[src/rtl/pool_pkg.sv]
// rtl/pool_pkg.sv - shared types and constants for the 2x2 streaming pooling block
`timescale 1ns/1ps
package pool_pkg;

  // Default signed element width.
  localparam int POOL_DATA_W = 16;

  // Values of the mode input.
  localparam logic POOL_MODE_MAX = 1'b0;
  localparam logic POOL_MODE_AVG = 1'b1;

  // FIRST: no column held; SECOND: first column of the pair is held.
  typedef enum logic {
    POOL_FIRST  = 1'b0,
    POOL_SECOND = 1'b1
  } pool_state_t;

endpackage

[src/rtl/pool_window4.sv]
// rtl/pool_window4.sv - combinational 2x2 window reducer (max, plus average when POOL2D_AVG_EN is defined)
`timescale 1ns/1ps
module pool_window4
  import pool_pkg::*;
#(
  parameter int DATA_W = POOL_DATA_W
) (
  input  logic signed [DATA_W-1:0] a,
  input  logic signed [DATA_W-1:0] b,
  input  logic signed [DATA_W-1:0] c,
  input  logic signed [DATA_W-1:0] d,
  input  logic                     mode,
  output logic signed [DATA_W-1:0] pooled
);

  logic signed [DATA_W-1:0] max_ab;
  logic signed [DATA_W-1:0] max_cd;
  logic signed [DATA_W-1:0] max_all;

  // Signed maximum as a two-level comparison tree.
  always_comb begin
    max_ab  = (a > b) ? a : b;
    max_cd  = (c > d) ? c : d;
    max_all = (max_ab > max_cd) ? max_ab : max_cd;
  end

`ifdef POOL2D_AVG_EN
  logic signed [DATA_W+1:0] sum4;

  // Two guard bits hold the four-way sum; the arithmetic shift floors toward minus infinity.
  always_comb begin
    sum4 = {{2{a[DATA_W-1]}}, a} + {{2{b[DATA_W-1]}}, b}
         + {{2{c[DATA_W-1]}}, c} + {{2{d[DATA_W-1]}}, d};
    if (mode == POOL_MODE_AVG) begin
      pooled = DATA_W'(sum4 >>> 2);
    end else begin
      pooled = max_all;
    end
  end
`else
  // Only max pooling is built; mode has no effect on the result.
  logic unused_mode;
  assign unused_mode = mode;

  // Result is always the maximum.
  always_comb begin
    pooled = max_all;
  end
`endif

endmodule

[src/rtl/pool2d_stream.sv]
// rtl/pool2d_stream.sv - streaming 2x2 max/average pooling over column pairs; POOL2D_AVG_EN enables average mode
`timescale 1ns/1ps
module pool2d_stream
  import pool_pkg::*;
#(
  parameter int DATA_W = POOL_DATA_W,
  parameter int ROWS   = 2
) (
  input  logic                           clk,
  input  logic                           rst,
  input  logic                           valid_in,
  output logic                           ready_in,
  input  logic                           last_in,
  input  logic                           mode,
  input  logic [ROWS-1:0][DATA_W-1:0]    input_column,
  output logic                           valid_out,
  input  logic                           ready_out,
  output logic [ROWS/2-1:0][DATA_W-1:0]  output_column,
  output logic                           last_out
);

  localparam int PAIRS = ROWS / 2;

  generate
    if (ROWS < 2 || (ROWS % 2) != 0) begin : g_rows_check
      $error("pool2d_stream: ROWS must be even and at least 2");
    end
  endgenerate

  pool_state_t                     state;
  logic [ROWS-1:0][DATA_W-1:0]     held_column;
  logic [PAIRS-1:0][DATA_W-1:0]    pooled;
  logic                            accept;
  logic                            out_xfer;

  // A first column is always taken; a second column needs room in the output register.
  assign ready_in = (state == POOL_FIRST) || !valid_out || ready_out;
  assign accept   = valid_in && ready_in;
  assign out_xfer = valid_out && ready_out;

  // One window per output element: rows 2k and 2k+1 of the held and incoming columns.
  genvar k;
  generate
    for (k = 0; k < PAIRS; k++) begin : g_window
      pool_window4 #(
        .DATA_W (DATA_W)
      ) u_window (
        .a      (held_column[2*k]),
        .b      (held_column[2*k+1]),
        .c      (input_column[2*k]),
        .d      (input_column[2*k+1]),
        .mode   (mode),
        .pooled (pooled[k])
      );
    end
  endgenerate

  // Pairing FSM with registered output; a new result may load on the same cycle the old one leaves.
  always_ff @(posedge clk) begin
    if (rst) begin
      state         <= POOL_FIRST;
      held_column   <= '0;
      valid_out     <= 1'b0;
      last_out      <= 1'b0;
      output_column <= '0;
    end else begin
      if (out_xfer) begin
        valid_out <= 1'b0;
      end
      case (state)
        POOL_FIRST: begin
          // A lone trailing column of an odd-width row is dropped.
          if (accept && !last_in) begin
            held_column <= input_column;
            state       <= POOL_SECOND;
          end
        end
        POOL_SECOND: begin
          if (accept) begin
            output_column <= pooled;
            valid_out     <= 1'b1;
            last_out      <= last_in;
            state         <= POOL_FIRST;
          end
        end
      endcase
    end
  end

endmodule
[config.mk]
export PLATFORM = sky130hd
export DESIGN_NAME = pool2d_stream
export DESIGN_NICKNAME = d
export VERILOG_FILES = /design/src/rtl/pool_pkg.sv /design/src/rtl/pool_window4.sv /design/src/rtl/pool2d_stream.sv
export SDC_FILE = /design/constraint.sdc
export NUM_CORES = 1
export LEC_CHECK = 0
export BUFFER_PORTS_ARGS = -buffer_cell sky130_fd_sc_hd__buf_2
export CAP_MARGIN = 5
export CORE_UTILIZATION = 57
export DETAILED_ROUTE_END_ITERATION = 7
export PLACE_DENSITY = 0.81
export SYNTH_ARGS = -nofsm -noshare
export SYNTH_HDL_FRONTEND = slang
export SYNTH_SLANG_ARGS = --single-unit
export TNS_END_PERCENT = 10
[constraint.sdc]
create_clock -name clk -period 6.3 [get_ports clk]
set_clock_uncertainty 0.1 [all_clocks]
set_input_delay 0.63 -clock clk [delete_from_list [all_inputs] [get_ports clk]]
set_output_delay 0.63 -clock clk [all_outputs]
set_load 0.05 [all_outputs]
==> flow_metrics.py <==
metrics = {
    "final_layout": {
        "nNetsFinal": 551,
        "nFillCells": 530,
        "diodes": 0,
        "drive_gt1_share_pct": 22.3,
        "stdcell_count": 541,
        "final_cell_mix": "76 x nand2_1, 55 x buf_2, 53 x a21oi_1",
        "layout_commonest_cell": "nand2_1",
        "area_growth_pct": 12.8,
    },
    "place": {
        "dp.cells": 532,
        "io_buffers": 55,
        "place_hpwl_microns": 6430,
        "gp_congestion": 0.853,
    },
    "global_route": {
        "grt_max_degree": 54,
        "antenna_found_initial": 0,
        "grt.total_usage_pct": 29.4,
        "grt_pass1_vias": 3137,
        "grt-ovfl-total": 0,
        "grt_pass1_wl_microns": 14500,
    },
    "die": {
        "floorplan.initialDensity_pct": 59.3,
        "rows": 28,
        "die_height_microns": 80.7,
        "die-width_microns": 80.7,
        "die_area_sq_mm": 0.00651,
        "io_pins": 57,
        "fp.coreArea_sq_mm": 0.00596,
    },
    "sta": {
        "final-setup-viol-count": 0,
        "clock.fmax_mhz": 189,
        "hold_viol_final": 0,
        "maxSlewViolCount": 0,
        "rsz0062_at_grt": "false",
        "maxSlewHeadroom_pct": 22.8,
        "min_period_over_period_pct": 83.9,
        "fin_setup_tns_ps": 0,
        "worst_slew_pin_slew_ps": 1160,
        "min_period_ps": 5290,
    },
    "clock_tree": {
        "ctsRootBufferMaster": "clkbuf_8",
        "cts.reportedPaths.clkPinSlew_ps": 90,
        "cts_tree": "yes",
        "cts_setup_buffers": 0,
        "clk_latency_ps": 310,
        "clock-sinks": 51,
        "ctsResizeCount": 0,
        "cts.htree.levels": 2,
        "cts_hold_buf": 0,
        "clock_path_buffers": 2,
        "cts_buffers": 5,
    },
    "logic_synthesis": {
        "synth_warnings": 0,
        "synth_seq_cells": 51,
        "syn-num-nets": 502,
        "seq_area_frac_synth_pct": 28.9,
        "syn-cell-area_sq_mm": 0.00353,
        "ys_types": 40,
        "syn-instance-count": 416,
        "synth_area_per_cell_sq_um": 8.48,
    },
    "power": {
        "p_per_area_mw_per_mm2": 209,
        "p_leak_uw": 0.00187,
        "peakVddDrop_v": 0.000112,
    },
    "status": {
        "status": "finished clean",
    },
    "setup_path": {
        "crit_path_end_kind": "register",
        "slowest_delay_ps": 710,
        "reg2reg_slack_ps": 1010,
        "critPathLaunchType": "register",
        "rr_worst_depth": 17,
        "cp.arrival_ps": 5380,
        "cp_max_fo": 16,
        "worstPathCellList": "inv_1, ha_1, nand4_1, or3_4, o22ai_1, a211oi_2, mux2i_4, mux2_4, ha_1, and3_1, a221o_1, o211ai_1, a31oi_1, a211oi_1, nor3_1, buf_4, a221o_1",
        "worstSetupPathType": "reg2reg",
        "slowest_stage": "mux2i_4",
        "cp.depth": 17,
        "worst-path-buf-inv": 2,
        "required_ps": 6400,
        "critical_path.top_delay_family": "compound AO/OA/AOI/OAI gates",
    },
    "min_path": {
        "hp-class": "reg2reg",
        "hold_path_depth": 2,
    },
    "routing": {
        "drc": 0,
        "antenna_left": 0,
        "routed_via_density": 5.82,
        "wire_per_inst_microns": 16.2,
        "drt_iter0_drc": 223,
        "wirelength_microns": 8760,
        "dr.pass1.iters": 4,
        "via_count": 3148,
    },
    "run": {
        "drv_cap": 0,
    },
}
-- path summary, 6_finish.rpt --
path                                 startpoint           endpoint
worst max-delay path            held_column[31]  output_column[14]
worst min-delay path                   last_out           last_out
worst max register to register  held_column[31]  output_column[14]
worst min register to register         last_out           last_out
-- area by class of cell --
| cell class | instances | area [sq um] | area share, % |
|---|---|---|---|
| multi-input combinational | 297 | 2240 | 56.3 |
| sequential | 51 | 1020 | 25.6 |
| timing repair buffer | 61 | 340 | 8.55 |
| inverter | 49 | 184 | 4.62 |
| clock buffer | 8 | 100 | 2.51 |
| tap | 75 | 93.8 | 2.36 |
-- through the flow --
stage	power (uW)	hold slack (ps)	utilization (%)	instance area, sq um	setup WS (ps)
3_5_place_dp	621	346	64.7	3850	1090
4_1_cts	832	359	66.4	3960	1070
5_1_grt	874	395	66.9	3980	732
3_3_place_gp	613	342	64.7	3850	1150
2_1_floorplan	554	347	-	3530	1350
6_report	833	357	66.9	3980	1010
-- worst min-delay path, stage by stage (launching register included) --
cell	delay, ps
dfxtp_1	320
nand2_1	50
a21oi_1	50
-- cell families (layout without fill, tap and decap cells) --
kind of cell               after synthesis  in the layout  synth area share [%]
and+or+nand+nor                        125            125                  17.4
AOI/OAI and AO/OA                       90             90                  16.9
buffers and inverters                   68            118                  7.51
DFF                                     51             51                  28.9
adders and majority gates               48             48                  17.0
muxes                                   34             34                  12.2
-- synth_stat cells --
cell / count / area (sq um)
buf_2: 2 / 10.0
dfxtp_1: 51 / 1020
o21a_1: 3 / 22.5
buf_6: 1 / 11.3
o211ai_1: 4 / 30.0
inv_1: 49 / 184
mux2_1: 1 / 11.3
nand3b_1: 1 / 7.51
nor3b_2: 1 / 12.5
ha_1: 48 / 601
buf_1: 4 / 15.0
o21ai_0: 1 / 5.00
or4_1: 1 / 7.51
a21oi_1: 53 / 265
mux2i_4: 1 / 22.5
o31ai_2: 1 / 12.5
mux2i_1: 1 / 10.0
and4_1: 3 / 26.3
and2_1: 1 / 6.26
a2111o_1: 1 / 11.3
clkbuf_1: 12 / 45.0
nand3_1: 5 / 25.0
nand2_1: 76 / 285
nor3_1: 1 / 5.00
nand2b_1: 1 / 6.26
and3_1: 2 / 12.5
nor2_1: 4 / 15.0
o211a_1: 1 / 10.0
nor2b_1: 2 / 12.5
a211oi_2: 1 / 12.5
or3_4: 1 / 11.3
a211oi_1: 1 / 7.51
a21o_1: 5 / 37.5
nor3b_1: 16 / 120
o22ai_1: 1 / 6.26
mux2_4: 10 / 150
a221o_1: 17 / 170
nand4_1: 10 / 62.6
mux2_2: 21 / 236
a31oi_1: 1 / 6.26
-- where the power goes --
part	switching [uW]	internal, uW
Combinational	155	121
Sequential	9.61	336
Clock	111	101
-- flip-flops by register name (all words and copies together), names as in the netlist --
register,count
held_column,32
last_out,1
output_column,16
state,1
valid_out,1
-- layer usage --
metal / track usage, % / part of all wire [%] / up-vias
met5: 0 / 0 / -
met1: 33.8 / 42 / 1465
met4: 13.4 / 1.9 / 0
li1: - / - / 1559
met2: 51.5 / 50 / 108
met3: 6.48 / 6.0 / 16
No activity file was read; power rests on OpenSTA's default activity.
